**config.mk**
```make
export PLATFORM = sky130hd
export DESIGN_NAME = seg7_scan_arbiter_flat
export DESIGN_NICKNAME = d
export VERILOG_FILES = /design/src/rtl/seg7_scan_arbiter_if.sv /design/src/rtl/seg7_scan_arbiter.sv /design/src/flat_wrapper.sv
export SDC_FILE = /design/constraint.sdc
export NUM_CORES = 1
export LEC_CHECK = 0
export ABC_AREA = 1
export BUFFER_PORTS_ARGS = -buffer_cell sky130_fd_sc_hd__buf_2
export CAP_MARGIN = 0
export CORE_MARGIN = 2
export CORE_UTILIZATION = 55
export DETAILED_ROUTE_END_ITERATION = 8
export PLACE_DENSITY = 0.81
export SYNTH_ARGS = -nofsm -noshare
export SYNTH_HDL_FRONTEND = slang
export SYNTH_SLANG_ARGS = --single-unit
```
**constraint.sdc**
```tcl
create_clock -name CLK -period 3.92 [get_ports CLK]
set_input_delay 0.784 -clock CLK [delete_from_list [all_inputs] [get_ports CLK]]
set_output_delay 0.784 -clock CLK [all_outputs]
set_load 0.01 [all_outputs]
```
**src/rtl/seg7_scan_arbiter_if.sv**
```systemverilog
// Request/data/display bundle shared between the two requesters and seg7_scan_arbiter.
// The master side drives requests and digit data; the slave (arbiter) drives grants and display lines.
interface seg7_scan_arbiter_if;
   logic        reqA;
   logic        reqB;
   logic [15:0] dataA;
   logic [15:0] dataB;
   logic        grantA;
   logic        grantB;
   logic [3:0]  bin4;
   logic [3:0]  seg7com;
   logic        frame_done;

   modport master (
      output reqA, reqB, dataA, dataB,
      input  grantA, grantB, bin4, seg7com, frame_done
   );

   modport slave (
      input  reqA, reqB, dataA, dataB,
      output grantA, grantB, bin4, seg7com, frame_done
   );
endinterface

```
**src/rtl/seg7_scan_arbiter.sv**
```systemverilog
// Four-digit multiplexed 7-segment scanner shared by two requesters, ownership decided per frame.
// Define SEG7_LZB_EN to blank leading-zero digits of the latched value.
module seg7_scan_arbiter #(
   parameter int unsigned SCAN_DIV    = 250000,
   parameter int unsigned GAP_CYC     = 16,
   parameter int unsigned HOLD_FRAMES = 64
) (
   input logic                CLK,
   input logic                RSTn,
   seg7_scan_arbiter_if.slave bus
);

   localparam int unsigned LIT_LEN = (SCAN_DIV == 0) ? 1 : SCAN_DIV;
   localparam int unsigned GAP_LEN = (GAP_CYC == 0) ? 1 : GAP_CYC;
   localparam int unsigned HOLD_W  = (HOLD_FRAMES < 2) ? 1 : $clog2(HOLD_FRAMES + 1);
   localparam logic [HOLD_W-1:0] HOLD_SAT = HOLD_W'(HOLD_FRAMES);

   typedef enum logic [1:0] {IDLE, LIT, GAP} state_t;

   state_t            state, state_nxt;
   logic [1:0]        digit_idx, idx_nxt;
   logic [31:0]       phase_cnt, cnt_nxt;
   logic [15:0]       frame_reg, frame_nxt;
   logic              grant_a, grant_a_nxt;
   logic              grant_b, grant_b_nxt;
   logic [HOLD_W-1:0] hold_cnt, hold_nxt;
   logic              frame_done_q, done_nxt;
   logic              take_a, take_b, keep_owner, go_idle;
   logic              owner_req, other_req, held_enough;
   logic [3:0]        seg_out, nib_out;

   // The current frame counts toward the hold, hence the +1.
   assign held_enough = (32'(hold_cnt) + 32'd1) >= HOLD_FRAMES;
   assign owner_req   = grant_a ? bus.reqA : bus.reqB;
   assign other_req   = grant_a ? bus.reqB : bus.reqA;

   always_ff @(posedge CLK or negedge RSTn) begin
      if (!RSTn) begin
         state        <= IDLE;
         digit_idx    <= 2'd0;
         phase_cnt    <= 32'd0;
         frame_reg    <= 16'h0;
         grant_a      <= 1'b0;
         grant_b      <= 1'b0;
         hold_cnt     <= '0;
         frame_done_q <= 1'b0;
      end else begin
         state        <= state_nxt;
         digit_idx    <= idx_nxt;
         phase_cnt    <= cnt_nxt;
         frame_reg    <= frame_nxt;
         grant_a      <= grant_a_nxt;
         grant_b      <= grant_b_nxt;
         hold_cnt     <= hold_nxt;
         frame_done_q <= done_nxt;
      end
   end

   // Arbitration happens only on the IDLE exit and on the last GAP cycle of digit 3.
   always_comb begin
      state_nxt   = state;
      idx_nxt     = digit_idx;
      cnt_nxt     = phase_cnt;
      frame_nxt   = frame_reg;
      grant_a_nxt = grant_a;
      grant_b_nxt = grant_b;
      hold_nxt    = hold_cnt;
      done_nxt    = 1'b0;
      take_a      = 1'b0;
      take_b      = 1'b0;
      keep_owner  = 1'b0;
      go_idle     = 1'b0;
      case (state)
         IDLE: begin
            if (bus.reqA)      take_a = 1'b1;
            else if (bus.reqB) take_b = 1'b1;
         end
         LIT: begin
            if (phase_cnt == LIT_LEN - 1) begin
               state_nxt = GAP;
               cnt_nxt   = 32'd0;
            end else begin
               cnt_nxt = phase_cnt + 32'd1;
            end
         end
         GAP: begin
            if (phase_cnt != GAP_LEN - 1) begin
               cnt_nxt = phase_cnt + 32'd1;
            end else if (digit_idx != 2'd3) begin
               state_nxt = LIT;
               idx_nxt   = digit_idx + 2'd1;
               cnt_nxt   = 32'd0;
            end else begin
               done_nxt = 1'b1;
               if (!owner_req && !other_req) begin
                  go_idle = 1'b1;
               end else if (!owner_req || held_enough && other_req) begin
                  take_a = grant_b;
                  take_b = grant_a;
               end else begin
                  keep_owner = 1'b1;
                  take_a     = grant_a;
                  take_b     = grant_b;
               end
            end
         end
         default: go_idle = 1'b1;
      endcase
      if (take_a || take_b) begin
         state_nxt   = LIT;
         idx_nxt     = 2'd0;
         cnt_nxt     = 32'd0;
         grant_a_nxt = take_a;
         grant_b_nxt = take_b;
         frame_nxt   = take_a ? bus.dataA : bus.dataB;
         if (keep_owner) hold_nxt = (hold_cnt == HOLD_SAT) ? hold_cnt : hold_cnt + 1'b1;
         else            hold_nxt = '0;
      end
      if (go_idle) begin
         state_nxt   = IDLE;
         idx_nxt     = 2'd0;
         cnt_nxt     = 32'd0;
         grant_a_nxt = 1'b0;
         grant_b_nxt = 1'b0;
         hold_nxt    = '0;
      end
   end

`ifdef SEG7_LZB_EN
   logic [3:0] blank;

   // A digit is blank when it and every more significant nibble are zero; digit 0 always shows.
   always_comb begin
      blank[3] = (frame_reg[15:12] == 4'h0);
      blank[2] = blank[3] && (frame_reg[11:8] == 4'h0);
      blank[1] = blank[2] && (frame_reg[7:4] == 4'h0);
      blank[0] = 1'b0;
   end
`endif

   // Display lines are dark outside LIT so the external decoder never ghosts between digits.
   always_comb begin
      seg_out = 4'b1111;
      nib_out = 4'h0;
      if (state == LIT) begin
         nib_out = frame_reg[{digit_idx, 2'b00} +: 4];
         seg_out = ~(4'b0001 << digit_idx);
`ifdef SEG7_LZB_EN
         if (blank[digit_idx]) seg_out = 4'b1111;
`endif
      end
   end

   assign bus.grantA     = grant_a;
   assign bus.grantB     = grant_b;
   assign bus.bin4       = nib_out;
   assign bus.seg7com    = seg_out;
   assign bus.frame_done = frame_done_q;

endmodule

```
**src/flat_wrapper.sv**
```systemverilog
// flat-port wrapper written by rule: the top's interface ports become plain ports
module seg7_scan_arbiter_flat 
#(
   parameter int unsigned SCAN_DIV    = 250000,
   parameter int unsigned GAP_CYC     = 16,
   parameter int unsigned HOLD_FRAMES = 64
)
  (CLK, RSTn, bus_reqA, bus_reqB, bus_dataA, bus_dataB, bus_grantA, bus_grantB, bus_bin4, bus_seg7com, bus_frame_done);
  seg7_scan_arbiter_if bus_i ();
  input logic CLK;
  input logic RSTn;
  input wire logic [$bits(bus_i.reqA)-1:0] bus_reqA;
  input wire logic [$bits(bus_i.reqB)-1:0] bus_reqB;
  input wire logic [$bits(bus_i.dataA)-1:0] bus_dataA;
  input wire logic [$bits(bus_i.dataB)-1:0] bus_dataB;
  output wire logic [$bits(bus_i.grantA)-1:0] bus_grantA;
  output wire logic [$bits(bus_i.grantB)-1:0] bus_grantB;
  output wire logic [$bits(bus_i.bin4)-1:0] bus_bin4;
  output wire logic [$bits(bus_i.seg7com)-1:0] bus_seg7com;
  output wire logic [$bits(bus_i.frame_done)-1:0] bus_frame_done;
  assign bus_i.reqA = bus_reqA;
  assign bus_i.reqB = bus_reqB;
  assign bus_i.dataA = bus_dataA;
  assign bus_i.dataB = bus_dataB;
  assign bus_grantA = bus_i.grantA;
  assign bus_grantB = bus_i.grantB;
  assign bus_bin4 = bus_i.bin4;
  assign bus_seg7com = bus_i.seg7com;
  assign bus_frame_done = bus_i.frame_done;
  seg7_scan_arbiter #(.SCAN_DIV(SCAN_DIV), .GAP_CYC(GAP_CYC), .HOLD_FRAMES(HOLD_FRAMES)) u_core (.CLK(CLK), .RSTn(RSTn), .bus(bus_i));
endmodule
```
==> out/results.txt, run 1 <==
outcome = finished clean
post-synthesis mux area share = 0%
clk buf depth = 2
top cells by count, synth = 89 x nor2_1, 80 x nand2_1, 65 x inv_1
dpl cells = 692
sequential cell area = 1550 µm²
first-pass GRT wire length = 16.8 mm
top-count cell post-synth = nor2_1
drt pass-1 iters = 5
CTS HTree Levels = 3
Hold Crit Start = u_core.state[1]
Post-Synth XOR/XNOR Area = 4.59%
Die Area = 8350 µm²
DR iter-0 viols = 291
worst-path cell chain = inv_1 > a21oi_1 > o21ai_0 > a21oi_1 > buf_2
FMAX = 382 MHz
Hold Path End = u_core.state[1]
fillcell total = 650
FP Rows = 31
grt ovf = 0
die extent in y = 91.4 µm
Layout Cells excl Fill = 708
overall power = 2.43 mW
final net count = 650
CP Class = reg2out
RSZ-0062 raised after global routing = no
startpoint types = register
Worst-path clk slew = 0.08 ns
Hold WC Path Type = reg2reg
most frequent CP cell = a21oi_1
biggest cell delay along the critical path = 0.52 ns
crit share post-route = 66.7%
relative slew slack = 27.3%
Seq/Total Area, Yosys = 36.9%
share of layout cells above drive strength 1 = 17.4%
worst r2r src = u_core.phase_cnt[0]
Max Cap Viol = 0
detailed-route DRC error count = 0
Reg2Reg Depth = 14
Synth Area in Simple Gates = 33.8%
io pins = 47
# setup viols final = 0
CTS buffer count = 9
crit path max fanout = 12
Synth cell types = 42
top flip-flop cell by instance count after synthesis = dfrtp_1
Clk Latency, worst-skew pair = 0.36 ns
Syn Area/Cell = 7.49 µm²
Setup WS post-layout = 1.30 ns
clk sinks = 62
largest net degree at the start of global routing = 50
Final Util = 63.7%
number of I/O port buffers = 46
max FFs per register = 32
area leader, netlist = dfrtp_1
CP Capture Type = output pin
Required @ worst endpoint = 3.14 ns
area occupied by multi-input gates = 2280 µm²
setup bufs post-CTS = 0
GR Util met2 = 40.7%
vias in the first global route = 3,750
Hold Path Stages = 2
Max Slew Vio Count = 0
total wire length = 10.0 mm
syn nets = 607
Arr. time, crit path = 1.83 ns
cts hold-fix bufs = 0
met1 global-route usage = 31.9%
CORE AREA = 7330 µm²
synth top area cells = dfrtp_1 37%, nor2_1 8.0%, nand2_1 7.1%
GR Util met3 = 5.89%
post-DR wirelength/cell = 14.2 µm
busiest layer in global routing = met2
Synth Area in Compound Gates = 12.8%
post-route minimum period = 2.62 ns
mapped cell area = 4200 µm²
root buf cell = clkbuf_8
post-synthesis adder-cell area fraction = 2.98%
Clock Skews = 0.0114 ns
antenna diode instance count = 0
Worst R2R Setup Slack = 1.33 ns
HPWL after DPL = 7.38 mm
routability-driven placement congestion ratio = 0.963
initial core utilization = 57.3%
Die X-Extent = 91.4 µm
EDFF count, synth = 0
CTS tree = built
post-synthesis sequential element count = 62
Synth warnings = 0
worst-case vdd ir drop = 0.293 mV
DR vias/cell = 5.62
initial antenna violation count = 0
Final TNS setup = 0 ns
main combinational cell family by area after synthesis = simple AND/OR/NAND/NOR gates
share of Yosys cell area claimed by the top area cell type = 36.9%
pwr dens = 521 nW/µm²
worst-margin pin slew = 1.09 ns
Worst path slowest cell = dfrtp_1
Post-DRT Antenna Nets = 0
final hold violation count = 0
worst slack, placed = 1.33 ns
Mapped Cells = 561
Static Leak = 2.00 nW
post-CTS sizing = 0
gr usage total = 24.8%
Async SR Flop Fraction = 100%
Reg2Reg Capture Point = u_core.digit_idx[1]
Via Count = 3,980
synthesis-to-layout area growth = 11.1%
## worst max-delay path: cells and delay by family (launching register included)
| kind | cells | cell delay (ns) |
|---|---|---|
| AOI/OAI and AO/OA | 3 | 0.54 |
| DFF | 1 | 0.52 |
| buffers and inverters | 2 | 0.42 |
## worst max-delay path by stage
stage | startpoint | to | slack [ns] | cells after the start
2_1_floorplan | u_core.digit_idx[0] | bus_bin4[0] | 1.86 | 6
3_3_place_gp | bus_reqB | u_core.hold_cnt[1] | 1.41 | 15
3_5_place_dp | u_core.phase_cnt[0] | u_core.digit_idx[1] | 1.33 | 14
4_1_cts | u_core.phase_cnt[0] | u_core.digit_idx[1] | 1.32 | 14
5_1_grt | u_core.phase_cnt[0] | u_core.phase_cnt[14] | 1.07 | 11
6_report | u_core.digit_idx[0] | bus_bin4[2] | 1.30 | 5
## layout make-up
cell class | count | area share (%)
clock buffer | 9 | 2.65
inverter | 71 | 5.87
clock inverter | 7 | 1.55
tap | 99 | 2.65
sequential | 62 | 33.2
multi-input combinational | 412 | 48.8
timing repair buffer | 48 | 5.25
## cells in the final DEF (no fill, tap or decap), types with 3 or more instances in the layout
| cell | netlist | final |
|---|---|---|
| o22ai_1 | 19 | 19 |
| nand3b_1 | 3 | 3 |
| dfrtp_1 | 62 | 62 |
| o21ai_0 | 19 | 19 |
| nor4_1 | 11 | 11 |
| inv_1 | 65 | 65 |
| nor2_1 | 89 | 89 |
| nand2_2 | 5 | 5 |
| clkbuf_8 | 0 | 9 |
| a21oi_1 | 40 | 40 |
| nand2_4 | 3 | 3 |
| nor3_1 | 31 | 31 |
| nor3_2 | 7 | 7 |
| nand4_1 | 15 | 15 |
| nand3_2 | 4 | 4 |
| ha_1 | 10 | 10 |
| inv_2 | 4 | 4 |
| nor2_2 | 7 | 7 |
| xnor2_1 | 5 | 5 |
| nand2_1 | 80 | 80 |
| buf_2 | 6 | 46 |
| o21ai_1 | 7 | 7 |
| nand3_1 | 22 | 22 |
| xor2_1 | 17 | 17 |
## cell families (layout without fill, tap and decap cells)
logic type | count (synthesis) | after routing
compound gates | 94 | 94
xor+xnor | 22 | 22
fa+ha+maj | 10 | 10
buf+inv | 87 | 135
flops | 62 | 62
simple gates | 286 | 286
## through the flow
stage / hold slack, ns / instance area [µm²]
2_1_floorplan: 0.467 / 4200
3_3_place_gp: 0.491 / 4470
3_5_place_dp: 0.502 / 4470
4_1_cts: 0.522 / 4670
5_1_grt: 0.566 / 4670
6_report: 0.517 / 4670
## layer usage
layer  routed length, µm  share of wire [%]
met4                 218                2.2
met5                   0                  0
met2                4790                 48
met3                 568                5.7
met1                4470                 44
## where the power goes
group          internal [mW]  switching [mW]
clock network          0.294           0.274
logic                  0.297           0.733
registers              0.754          0.0820
total                   1.34            1.09
(Power assumes the default switching activity.)
==> run 2, diff against run 1 <==
--- a/config.mk
+++ b/config.mk
@@ -5,13 +5,13 @@
 export SDC_FILE = /design/constraint.sdc
 export NUM_CORES = 1
 export LEC_CHECK = 0
-export ABC_AREA = 1
+export ABC_AREA = 0
 export BUFFER_PORTS_ARGS = -buffer_cell sky130_fd_sc_hd__buf_2
 export CAP_MARGIN = 0
 export CORE_MARGIN = 2
 export CORE_UTILIZATION = 55
 export DETAILED_ROUTE_END_ITERATION = 8
-export PLACE_DENSITY = 0.81
+export PLACE_DENSITY = 0.8
 export SYNTH_ARGS = -nofsm -noshare
 export SYNTH_HDL_FRONTEND = slang
 export SYNTH_SLANG_ARGS = --single-unit
==> constraint.sdc (replaced) <==
create_clock -name CLK -period 2.5 [get_ports CLK]
set_input_delay 0.5 -clock CLK [delete_from_list [all_inputs] [get_ports CLK]]
set_output_delay 0.5 -clock CLK [all_outputs]
set_load 0.01 [all_outputs]
==> out/results.txt, run 2 <==
initial antenna violation count = 0 (unchanged)
root buf cell = clkbuf_8 (unchanged)
synthesis-to-layout area growth = 17.6% (was 11.1%)
Layout Cells excl Fill = 682 (was 708)
# setup viols final = 0 (unchanged)
EDFF count, synth = 0 (unchanged)
detailed-route DRC error count = 0 (unchanged)
Max Slew Vio Count = 0 (unchanged)
CTS HTree Levels = 3 (unchanged)
top-count cell post-synth = dfrtp_1 (was nor2_1)
Arr. time, crit path = 2.59 ns (was 1.83 ns)
FP Rows = 32 (was 31)
post-synthesis sequential element count = 62 (unchanged)
antenna diode instance count = 0 (unchanged)
crit share post-route = 94.9%
Mapped Cells = 517 (was 561)
DR iter-0 viols = 458 (was 291)
RSZ-0062 raised after global routing = no (unchanged)
routability-driven placement congestion ratio = 0.909 (was 0.963)
max FFs per register = 32 (unchanged)
number of I/O port buffers = 46 (unchanged)
CP Class = reg2reg (was reg2out)
CORE AREA = 7770 µm² (was 7330 µm²)
hold_ws = 0.179 ns (was 0.517 ns)
Max Cap Viol = 0 (unchanged)
worst slack, placed = -0.0698 ns (was 1.33 ns)
Die Area = 8830 µm² (was 8350 µm²)
Hold WC Path Type = in2async (was reg2reg)
FMAX = 422 MHz
final net count = 621 (was 650)
Worst-path clk slew = 0.08 ns (about the same)
pwr dens = 394 nW/µm² (was 521 nW/µm²)
top flip-flop cell by instance count after synthesis = dfrtp_1 (unchanged)
CTS tree = built (unchanged)
Final Util = 67.4% (was 63.7%)
post-DR wirelength/cell = 18.7 µm (was 14.2 µm)
Synth warnings = 0 (unchanged)
share of layout cells above drive strength 1 = 25.0% (was 17.4%)
mapped cell area = 4450 µm² (was 4200 µm²)
dpl cell area = 4920 µm² (was 4470 µm²)
clk sinks = 62 (unchanged)
startpoint types = register (unchanged)
share of Yosys cell area claimed by the top area cell type = 34.9% (was 36.9%)
CTS buffer count = 9 (unchanged)
relative slew slack = 43.6% (was 27.3%)
dpl cells = 666 (was 692)
Post-DRT Antenna Nets = 0 (unchanged)
drt pass-1 iters = 5 (unchanged)
DR vias/cell = 6.75 (was 5.62)
Via Count = 4,603 (was 3,980)
clk buf depth = 2 (unchanged)
gr usage total = 30.3% (was 24.8%)
Seq/Total Area, Yosys = 34.9% (was 36.9%)
largest net degree at the start of global routing = 36 (was 50)
die extent in y = 94.0 µm (was 91.4 µm)
worst-margin pin slew = 0.845 ns (was 1.09 ns)
Setup WS post-layout = 0.128 ns (was 1.30 ns)
Die X-Extent = 94.0 µm (was 91.4 µm)
crit path max fanout = 18 (was 12)
commonest non-fill, non-tap cells in the layout = 62 x dfrtp_1, 59 x nand2_1, 57 x a21oi_1, 46 x buf_2, 43 x a31oi_1 (was 89 x nor2_1, 80 x nand2_1, 65 x inv_1, 62 x dfrtp_1, 46 x buf_2)
HPWL after DPL = 8.78 mm (was 7.38 mm)
cts hold-fix bufs = 0 (unchanged)
Synth cell types = 60 (was 42)
io pins = 47 (unchanged)
Design Area, Final = 5240 µm² (was 4670 µm²)
Syn Area/Cell = 8.61 µm² (was 7.49 µm²)
outcome = finished clean (unchanged)
post-route minimum period = 2.37 ns
CP Capture Type = register (was output pin)
first-pass GRT wire length = 21.2 mm (was 16.8 mm)
Static Leak = 2.23 nW (was 2.00 nW)
Clock Skews = 0.00930 ns (was 0.0114 ns)
final hold violation count = 0 (unchanged)
Async SR Flop Fraction = 100% (unchanged)
grt ovf = 0 (unchanged)
syn nets = 563 (was 607)
area leader, netlist = dfrtp_1 (unchanged)
vias in the first global route = 4,421 (was 3,750)
Required @ worst endpoint = 2.72 ns (was 3.14 ns)
worst-case vdd ir drop = 0.279 mV (was 0.293 mV)
Clk Latency, worst-skew pair = 0.35 ns (was 0.36 ns)
synth top area cells = dfrtp_1 35%, a21oi_1 6.4%, a31oi_1 6.0% (was dfrtp_1 37%, nor2_1 8.0%, nand2_1 7.1%)
top cells by count, synth = 62 x dfrtp_1, 59 x nand2_1, 57 x a21oi_1 (was 89 x nor2_1, 80 x nand2_1, 65 x inv_1)
total wire length = 12.7 mm (was 10.0 mm)
initial core utilization = 57.3% (about the same)
Worst R2R Setup Slack = 0.13 ns (was 1.33 ns)
commonest non-fill, non-tap cell in the layout = dfrtp_1 (was nor2_1)
-- run 2: cell types whose count changed in the layout (fill, tap and decap cells not counted), sizes merged, moves of 16 or more --
cell / change
a22oi: +21
a311oi: +17
xor2: -17
nor3: -30
a31oi: +41
nor2: -79
a21oi: +17
o22ai: -16
nand2: -30
inv: -57
buf: +37
-- run 2: through the flow --
step                      setup TNS [ns]  total power [mW]
after CTS                              0              2.07
after floorplan                        0              1.03
after global routing                   0              2.11
after detailed placement          -0.643              1.10
final                                  0              2.06
after global placement          -0.00554              1.10
-- run 2: routing by layer --
metal	part of all wire, %	track usage [%]
met2	49	48.7
met5	0	0
met4	1.9	11.2
met3	8.9	4.57
met1	40	41.5
-- run 2: area by class of cell --
type | instances | area (µm²)
inverters | 15 | 56.3
well taps | 102 | 128
clock inverters | 3 | 40.0
flip-flops and latches | 62 | 1550
repair buffers | 85 | 561
multi-input cells | 402 | 2720
clock buffers | 13 | 179
fillers | 635 | 2530
-- run 2: path summary, 6_finish.rpt --
kind | startpoint | endpoint | cells after the start
worst max register to register | u_core.phase_cnt[28] | u_core.frame_reg[1] | 9
worst min register to register | u_core.phase_cnt[21] | u_core.phase_cnt[21] | 1
min in group CLK | bus_dataA[12] | u_core.frame_reg[12] | 3
max in group asynchronous | RSTn | u_core.frame_reg[9] | 2
worst min-delay path | RSTn | u_core.phase_cnt[30] | 1
worst max-delay path | u_core.phase_cnt[28] | u_core.frame_reg[1] | 9
-- run 2: cells by family (layout without fill, tap and decap cells) --
group	count (synthesis)	after routing	synth area share, %
AOI/OAI and AO/OA	195	195	30.4
and+or+nand+nor	190	190	23.1
DFF	62	62	34.9
buffers and inverters	53	116	6.18
adders and majority gates	10	10	2.81
muxes	6	6	2.47
xor gates and xnor gates	1	1	0.197
-- run 2: timing repair --
item,in CTS,in global routing
hold endpoints to repair,0,0
endpoints found under the setup margin,18,42
resized for setup,3,15
buffers inserted,0,0
pin swaps,0,1
-- run 2: critical path, stage by stage (launching register included) --
cell,delay (ns)
dfrtp_1,0.47
nor4_4,0.36
nand3_1,0.15
or3_4,0.42
buf_4,0.18
clkinv_1,0.08
buf_12,0.15
a21oi_1,0.07
a31oi_1,0.21
a31oi_1,0.14
-- run 2: power breakdown --
group / internal (mW) / leakage, nW / switching [mW]
Sequential: 1.00 / 0.847 / 0
Combinational: 0.0277 / 1.27 / 0.0483
Clock: 0.566 / 0.115 / 0.418
Total: 1.60 / 2.23 / 0.466
